**src/rtl/dds_pkg.sv**
```systemverilog
// Shared types and default widths for the dds tone-generator control path.
// Combinational constants only; no timing or flow-control behaviour.
package dds_pkg;

    localparam int FREQ_W_DEF  = 32;
    localparam int DWELL_W_DEF = 16;

    typedef enum logic [2:0] {
        IDLE     = 3'd0,
        SETTLE   = 3'd1,
        SWEEP_UP = 3'd2,
        SWEEP_DN = 3'd3,
        DONE     = 3'd4
    } state_t;

endpackage

```
**src/rtl/dwell_timer.sv**
```systemverilog
// Loadable down-counter; o_expired is high while the count sits at zero.
// Load takes effect on the next edge; the count stops at zero until reloaded.
module dwell_timer #(
    parameter int W = 16
) (
    input  logic         clk,
    input  logic         rst_n,
    input  logic         i_load,
    input  logic [W-1:0] i_value,
    output logic         o_expired
);

    logic [W-1:0] r_cnt;

    always_ff @(posedge clk or negedge rst_n) begin
        if (!rst_n) begin
            r_cnt <= '0;
        end else if (i_load) begin
            r_cnt <= i_value;
        end else if (r_cnt != '0) begin
            r_cnt <= r_cnt - 1'b1;
        end
    end

    assign o_expired = (r_cnt == '0);

endmodule

```
**src/rtl/dds_sweep_ctrl.sv**
```systemverilog
// Linear frequency sweep sequencer for dds/dsdac; all outputs registered, busy/freq valid one edge after start, no backpressure.
// Define DDS_SWEEP_TRIANGLE_EN to sweep back down to the start frequency before completing.
module dds_sweep_ctrl
    import dds_pkg::*;
#(
    parameter int FREQ_W     = FREQ_W_DEF,
    parameter int DWELL_W    = DWELL_W_DEF,
    parameter int SETTLE_CYC = 8
) (
    input  logic              clk,
    input  logic              rst_n,
    input  logic              start,
    input  logic              abort,
    input  logic              loop,
    input  logic [FREQ_W-1:0] f_start,
    input  logic [FREQ_W-1:0] f_stop,
    input  logic [FREQ_W-1:0] f_step,
    input  logic [DWELL_W-1:0] dwell,
    input  logic [FREQ_W-1:0] phase_init,
    output logic [FREQ_W-1:0] freq,
    output logic [FREQ_W-1:0] phase,
    output logic              dac_en,
    output logic              busy,
    output logic              done
);

    localparam logic [DWELL_W-1:0] SETTLE_LOAD = DWELL_W'(SETTLE_CYC - 1);
    localparam logic [FREQ_W-1:0]  STEP_ONE    = FREQ_W'(1);

    state_t              r_state;
    logic [FREQ_W-1:0]   r_f_start;
    logic [FREQ_W-1:0]   r_f_stop;
    logic [FREQ_W-1:0]   r_f_step;
    logic [DWELL_W-1:0]  r_dwell;
    logic [FREQ_W-1:0]   r_freq;
    logic [FREQ_W-1:0]   r_phase;
    logic                r_dac_en;
    logic                r_busy;
    logic                r_done;

    logic                w_tmr_load;
    logic [DWELL_W-1:0]  w_tmr_value;
    logic                w_tmr_exp;
    logic [FREQ_W:0]     w_sum_up;
    logic [FREQ_W-1:0]   w_next_up;
    logic                w_at_top;

    // One timer serves both the settle window and every dwell; in DONE it is
    // held loaded so a loop restart begins a full dwell immediately.
    assign w_tmr_load  = (r_state == IDLE) ? (start & ~abort)
                                           : (w_tmr_exp | (r_state == DONE));
    assign w_tmr_value = (r_state == IDLE) ? SETTLE_LOAD : r_dwell;

    dwell_timer #(
        .W (DWELL_W)
    ) u_dwell_timer (
        .clk       (clk),
        .rst_n     (rst_n),
        .i_load    (w_tmr_load),
        .i_value   (w_tmr_value),
        .o_expired (w_tmr_exp)
    );

    // Widened sum so a step near the top of the range saturates at f_stop
    // instead of wrapping to a low frequency.
    assign w_sum_up  = {1'b0, r_freq} + {1'b0, r_f_step};
    assign w_next_up = (w_sum_up >= {1'b0, r_f_stop}) ? r_f_stop : w_sum_up[FREQ_W-1:0];
    assign w_at_top  = (r_freq >= r_f_stop);

`ifdef DDS_SWEEP_TRIANGLE_EN
    logic [FREQ_W-1:0]   w_gap_dn;
    logic [FREQ_W-1:0]   w_next_dn;
    logic                w_at_bot;

    assign w_gap_dn  = r_freq - r_f_start;
    assign w_next_dn = (w_gap_dn <= r_f_step) ? r_f_start : (r_freq - r_f_step);
    assign w_at_bot  = (r_freq <= r_f_start);
`endif

    always_ff @(posedge clk or negedge rst_n) begin
        if (!rst_n) begin
            r_state   <= IDLE;
            r_f_start <= '0;
            r_f_stop  <= '0;
            r_f_step  <= '0;
            r_dwell   <= '0;
            r_freq    <= '0;
            r_phase   <= '0;
            r_dac_en  <= 1'b0;
            r_busy    <= 1'b0;
            r_done    <= 1'b0;
        end else begin
            r_done <= 1'b0;
            if (abort && (r_state != IDLE)) begin
                r_state  <= IDLE;
                r_dac_en <= 1'b0;
                r_busy   <= 1'b0;
            end else begin
                case (r_state)
                    IDLE: begin
                        if (start && !abort) begin
                            r_f_start <= f_start;
                            r_f_stop  <= f_stop;
                            r_f_step  <= (f_step == '0) ? STEP_ONE : f_step;
                            r_dwell   <= dwell;
                            r_freq    <= f_start;
                            r_phase   <= phase_init;
                            r_busy    <= 1'b1;
                            r_state   <= SETTLE;
                        end
                    end
                    SETTLE: begin
                        if (w_tmr_exp) begin
                            r_dac_en <= 1'b1;
                            r_state  <= SWEEP_UP;
                        end
                    end
                    SWEEP_UP: begin
                        if (w_tmr_exp) begin
                            if (w_at_top) begin
`ifdef DDS_SWEEP_TRIANGLE_EN
                                if (r_f_start >= r_f_stop) begin
                                    r_done  <= 1'b1;
                                    r_state <= DONE;
                                end else begin
                                    r_freq  <= w_next_dn;
                                    r_state <= SWEEP_DN;
                                end
`else
                                r_done  <= 1'b1;
                                r_state <= DONE;
`endif
                            end else begin
                                r_freq <= w_next_up;
                            end
                        end
                    end
`ifdef DDS_SWEEP_TRIANGLE_EN
                    SWEEP_DN: begin
                        if (w_tmr_exp) begin
                            if (w_at_bot) begin
                                r_done  <= 1'b1;
                                r_state <= DONE;
                            end else begin
                                r_freq <= w_next_dn;
                            end
                        end
                    end
`endif
                    DONE: begin
                        if (loop) begin
                            r_freq  <= r_f_start;
                            r_state <= SWEEP_UP;
                        end else begin
                            r_dac_en <= 1'b0;
                            r_busy   <= 1'b0;
                            r_state  <= IDLE;
                        end
                    end
                    default: begin
                        r_dac_en <= 1'b0;
                        r_busy   <= 1'b0;
                        r_state  <= IDLE;
                    end
                endcase
            end
        end
    end

    assign freq   = r_freq;
    assign phase  = r_phase;
    assign dac_en = r_dac_en;
    assign busy   = r_busy;
    assign done   = r_done;

endmodule

```
**config.mk**
```make
export PLATFORM = sky130hd
export DESIGN_NAME = dds_sweep_ctrl
export DESIGN_NICKNAME = d
export VERILOG_FILES = /design/src/rtl/dds_pkg.sv /design/src/rtl/dwell_timer.sv /design/src/rtl/dds_sweep_ctrl.sv
export SDC_FILE = /design/constraint.sdc
export NUM_CORES = 1
export LEC_CHECK = 0
export CORE_UTILIZATION = 49
export DETAILED_ROUTE_END_ITERATION = 6
export PLACE_DENSITY = 0.81
export SYNTH_ARGS = -nofsm -noshare
export SYNTH_HDL_FRONTEND = slang
export SYNTH_SLANG_ARGS = --single-unit
```
**constraint.sdc**
```tcl
create_clock -name clk -period 4.68 [get_ports clk]
set_input_delay 0.468 -clock clk [delete_from_list [all_inputs] [get_ports clk]]
set_output_delay 0.468 -clock clk [all_outputs]
set_load 0.1 [all_outputs]
```
# [Word-level counts from Yosys, hierarchy flattened]
# Cells that the tools add are included.
[totals] regBits=198 in_bits=149 word_cells=79
[classes] addsub=2 order_cmp=2 n_eq_ne=14 mux=29 bitwise_logic=4 reduce_logical=17
[op_table] cell="$mux W32" n=6
[op_table] cell="$pmux W32 S3" n=1
[op_table] cell="$mux W16" n=3
[op_table] cell="$add A32 B32 Y33" n=1
[op_table] cell="$ge A33 B32 Y1" n=1
[op_table] cell="$ge A32 B32 Y1" n=1
[op_table] cell="$logic_not A32 Y1" n=1
[op_table] cell="$logic_not A16 Y1" n=1
[op_table] cell="$reduce_bool A16 Y1" n=1
[op_table] cell="$sub A16 B1 Y16 const B" n=1
[op_table] cell="$mux W3" n=5
[op_table] cell="$pmux W3 S4" n=1
[op_table] cell="$mux W1" n=10
[op_table] cell="$ne A3 B3 Y1 const B" n=3
[op_table] cell="$reduce_and A3 Y1" n=3
[op_table] cell="$ne A2 B1 Y1 const B" n=3
[op_table] cell="$ne A2 B2 Y1 const B" n=3
[op_table] cell="$pmux W1 S3" n=2
[op_table] cell="$reduce_and A6 Y1" n=1
[op_table] cell="$reduce_bool A3 Y1" n=2
[op_table] cell="$reduce_and A4 Y1" n=1
[op_table] cell="$reduce_or A2 Y1" n=2
[op_table] cell="$eq A3 B1 Y1 const B" n=1
[op_table] cell="$eq A3 B2 Y1 const B" n=1
[op_table] cell="11 further kinds" n=13

# [Logic depth before layout (Yosys ltp)]
[depth] word_depth=6 ltp_mapped=20 mapped_depth_nobuf=19

# [Modules after synthesis]
# Synthesis repeated with hierarchy kept, for this count alone.
[unflattened] hier_cells=1201 hier_area_um2=12030.3
[by_module_without_submodules] module="dds_sweep_ctrl" n_inst=1 cells_each=1097 area_each_um2=11070.6 seq_area_each_um2=4554.4
[by_module_without_submodules] module="dwell_timer" n_inst=1 cells_each=104 area_each_um2=959.7 seq_area_each_um2=400.4

# [Worst setup path after synthesis]
# Ideal clock, no wire load.
[synth_timing] path_type="reg2reg" from="register r_freq[0], in the netlist freq[0]" to="register r_freq[17], in the netlist freq[17]" setup_ns=0.074 t_arrival_ns=5.136 required_time_ns=4.606 setup_slack_ns=-0.530 path_stages_with_launch=18 synth_period_minus_slack_ns=5.210 path_cell_list="dfrtp_1 ha_1 fa_1 a211oi_2 o211ai_2 and4_4 nor4_2 nor3_1 or3_1 and2_1 ha_1 nand4_1 or4_1 o311ai_1 clkbuf_1 nor3_1 o311a_1 nor2_1"
[synth_via] elab_chain_len=6 elab_cells_between_ends=9 cone_classes="add/sub: 1; order compare: 2; eq/ne: 1; mux: 4; reduce/logical: 1"
[synth_rtl] element="start: declaration" line_no="dds_sweep_ctrl.sv:35" source="logic [FREQ_W-1:0] r_freq;"
[synth_rtl] element="start signal: assignment" line_no="dds_sweep_ctrl.sv:106" source="r_freq <= f_start;"
[synth_rtl] element="start signal: assignment" line_no="dds_sweep_ctrl.sv:134" source="r_freq <= w_next_up;"
[synth_rtl] element="start signal: assignment" line_no="dds_sweep_ctrl.sv:152" source="r_freq <= r_f_start;"
[synth_rtl] element="$add A32 B32 Y33" line_no="dds_sweep_ctrl.sv:66" source="assign w_sum_up = {1'b0, r_freq} + {1'b0, r_f_step};"
[synth_rtl] element="$ge A33 B32 Y1" line_no="dds_sweep_ctrl.sv:67" source="assign w_next_up = (w_sum_up >= {1'b0, r_f_stop}) ? r_f_stop : w_sum_up[FREQ_W-1:0];"
[synth_rtl] element="$mux W32" line_no="dds_sweep_ctrl.sv:67"
[synth_rtl] element="$mux W32" line_no="dds_sweep_ctrl.sv:120" source="if (w_at_top) begin"
[synth_rtl] element="$mux W32" line_no="dds_sweep_ctrl.sv:119" source="if (w_tmr_exp) begin"
[synth_rtl] element="$pmux W32 S3" line_no="dds_sweep_ctrl.sv:99" source="case (r_state)"
# Several ways; a longest one is shown, not always the timed one. The select of a mux whose other input is x is not followed.
# A chain may end at the register's enable or synchronous reset.

# [Final worst setup path]
[layout_timing] from="register r_freq[0], in the netlist freq[0]" to="register r_freq[6], in the netlist freq[6]"
# Same word-level chain as after synthesis.

==> flow_metrics.tcl <==
set metrics [dict create \
    die_h_um 160 \
    place_area_mm2 0.0152 \
    r2r_end "freq[6]$_DFFE_PN0P_" \
    layout_commonest_cell "clkdlybuf4s50_1" \
    avgRoutedWirePerCell_um 20.6 \
    grt.total_usage_pct 29.0 \
    drt-initial-drc-count 1001 \
    wl_met1_mm 15.7 \
    top_layer_used "met4" \
    synthMuxAreaShare_pct 13.4 \
    ys_ff_latch 198 \
    rr_worst_depth 20 \
    layout-drive-gt1-share_pct 23.2 \
    mostFrequentLayoutCells "214 x clkdlybuf4s50_1, 181 x dfrtp_1, 145 x mux2_2, 95 x ha_1, 89 x nor2_1" \
    yosysWarnings 0 \
    core_mm2 0.0245 \
    drv_slew 0 \
    syn_to_final_growth_pct 31.5 \
    rows 57 \
    grt_pass1_wl_mm 58.5 \
    grt_pass1_vias 11042 \
    cts_buffers 17 \
    register_area_mm2 0.00498 \
    wl_met2_mm 16.8 \
    rsz0062_at_grt "yes" \
    synth_top_family_by_area "compound AO/OA/AOI/OAI gates" \
    ys_types 86 \
    startpoint_type "register" \
    ant_nets 0 \
    crit_required_ns 5.05 \
    path_clk_slew_ns 0.08 \
    synth_compound_area_share_pct 18.4 \
    post-route-min-period_ns 4.65 \
    io_buffers 215 \
    maxCapViolations 0 \
    syn_inst 1213 \
    dp.cells 1761 \
    fin_skew_ns 0.0179 \
    pre_cts_slack_ns -0.175 \
    fin_crit_sh_pct 99.4 \
    synth_xor_area_share_pct 1.78 \
    multi_input_area_mm2 0.00711 \
    synth-edff-count 0 \
    grt_start_max_net_pins 119 \
    clockBufferDepth 2 \
    grt-ovfl-total 0 \
    start_util_pct 50.3 \
    drc 0 \
    viasPerCell 6.06 \
    netlist.area_leader.share_pct 40.3 \
    stdcell_area_mm2 0.0162 \
    clock-root-buffer "clkbuf_16" \
    fin_ws_ns 0.0261 \
    fp.dieArea_mm2 0.0257 \
    dr.pass1.iters 7 \
    vias 10938 \
    synth_nets 1461 \
    gp_congestion 0.925 \
    slew-limit-headroom_pct 17.7 \
    synth-simple-area-share_pct 11.8 \
    clock_sinks 198 \
    io_pins 216 \
    syn-cell-area_mm2 0.0123 \
    finalCoreUtilization_pct 66.1 \
    synthTopCellsByArea "dfrtp_1 40%, mux2_2 13%, ha_1 10%, a21oi_1 3.9%, nor2_1 2.8%" \
    h-tree-depth 4 \
    finalHoldViolCount 0 \
    met3_length_mm 3.53 \
    routed_wl_mm 37.2 \
    status "finished clean" \
    fin_nets 1715 \
    tightest_slew_ns 1.23 \
    r2r_start "freq[0]$_DFFE_PN0P_" \
    worstPathMaxFanout 8 \
    avgSynthCellArea_um2 10.1 \
    fmax_mhz 215 \
    cts_tree "built" \
    holdCritPathClass "in -> async" \
    yosysSeqAreaShare_pct 40.3 \
    arrival_ns 5.03 \
    hpwl_mm 27.7 \
    synthFlopType "dfrtp_1" \
    clkLatencyLatePin_ns 0.45 \
    num-fill-cells 1893 \
    final_cell_count_no_fill 1805 \
    synthAdderAreaFrac_pct 10.1 \
    crit_type "reg -> reg" \
    antenna_found_initial 1 \
    end_kind "register" \
    r2r_setup_slack_ns 0.03 \
    setup_violations 0 \
    synthArstFlopShare_pct 100 \
    die_w_um 160 \
    yosysTopAreaCell "dfrtp_1" \
]
## logic make-up (layout without fill, tap and decap cells)
logic type | count (synthesis) | in the layout
flip-flops | 198 | 198
adder cells (fa/ha/maj) | 99 | 99
AND/OR/NAND/NOR | 292 | 292
AO/OA/AOI/OAI | 339 | 339
buffers and inverters | 113 | 380
multiplexers | 147 | 147
XOR/XNOR | 25 | 25
other | 0 | 1
## worst max-delay path by stage
| stage | start | cells past startpoint | slack (ns) | end |
|---|---|---|---|---|
| detailed placement | freq[0]$_DFFE_PN0P_ | 17 | -0.17 | freq[6]$_DFFE_PN0P_ |
| global placement | freq[0]$_DFFE_PN0P_ | 17 | -0.13 | freq[17]$_DFFE_PN0P_ |
| finish | freq[0]$_DFFE_PN0P_ | 20 | 0.03 | freq[6]$_DFFE_PN0P_ |
| CTS | freq[0]$_DFFE_PN0P_ | 19 | 0.01 | freq[29]$_DFFE_PN0P_ |
| floorplan | freq[16]$_DFFE_PN0P_ | 16 | 0.01 | freq[17]$_DFFE_PN0P_ |
| global route | freq[0]$_DFFE_PN0P_ | 20 | -0.05 | freq[17]$_DFFE_PN0P_ |
## synth_stat cells (all sizes together), types with 3 or more instances
cell	instances
a2111oi	5
a211oi	12
a21o	23
a21oi	97
a221o	6
a221oi	24
a22o	5
a22oi	9
a31o	3
a31oi	14
a32oi	3
a41oi	3
and2	8
and3	8
and4	6
buf	28
clkbuf	36
dfrtp	198
ha	98
inv	49
mux2	145
nand2	56
nand2b	8
nand3	30
nand3b	5
nand4	14
nor2	91
nor3	29
nor4	15
o211ai	10
o21a	8
o21ai	76
o21bai	3
o22a	5
o22ai	4
o311a	4
or3	11
xnor2	13
xor2	12
## worst max-delay path, cell delays in order, from the launching register on
cell and delay, ns:
dfrtp_4 0.49, ha_4 0.17, fa_2 0.37, a211oi_4 0.29
o211ai_2 0.12, buf_4 0.15, nand4_1 0.16, a21boi_2 0.10
buf_4 0.16, or3_4 0.33, and2_4 0.18, ha_4 0.26
nand4_1 0.12, or4_4 0.59, o22a_4 0.23, o311ai_4 0.09
buf_6 0.17, buf_12 0.13, o21ai_0 0.11, a21o_1 0.20
a21oi_2 0.13
## sequential cells by signal, summed over array words and instances (netlist names)
| signal | flops |
|---|---|
| u_dwell_timer.r_cnt | 16 |
| r_f_step | 32 |
| freq | 32 |
| phase | 32 |
| dac_en | 1 |
| r_f_start | 32 |
| busy | 1 |
| r_f_stop | 32 |
| r_state | 3 |
| done | 1 |
| r_dwell | 16 |
## routing by layer
layer	track usage, %	up-vias
met2	44.9	513
li1	-	5044
met3	7.18	72
met5	0	-
met1	38.9	5309
met4	11.3	0
## through the flow
stage	hold WS (ns)	setup TNS [ns]
global placement	0.475	-1.21
CTS	0.204	0
floorplan	0.172	0
finish	0.156	0
global route	0.241	-0.223
detailed placement	0.484	-2.15
## layout make-up
type	instances	area share, %
Clock buffer	17	2.63
Clock inverter	15	1.32
Multi-Input combinational cell	902	44.0
Sequential cell	198	30.8
Inverter	49	1.14
Tap cell	324	2.51
Timing Repair Buffer	299	17.6
Antenna cell	1	0.0155
## what timing repair did
action / 4_1_cts / 5_1_grt
endpoints found under the setup margin: 29 / 32
gates resized for setup: 26 / 33
buffers inserted: 6 / 3
gates cloned: 1 / 1
pin swaps: 14 / 19
hold buffers: 0 / 0
Power is left out: the tool's default activity adds up to more than one toggle a clock period on the data nets, which glitch-free logic cannot reach.
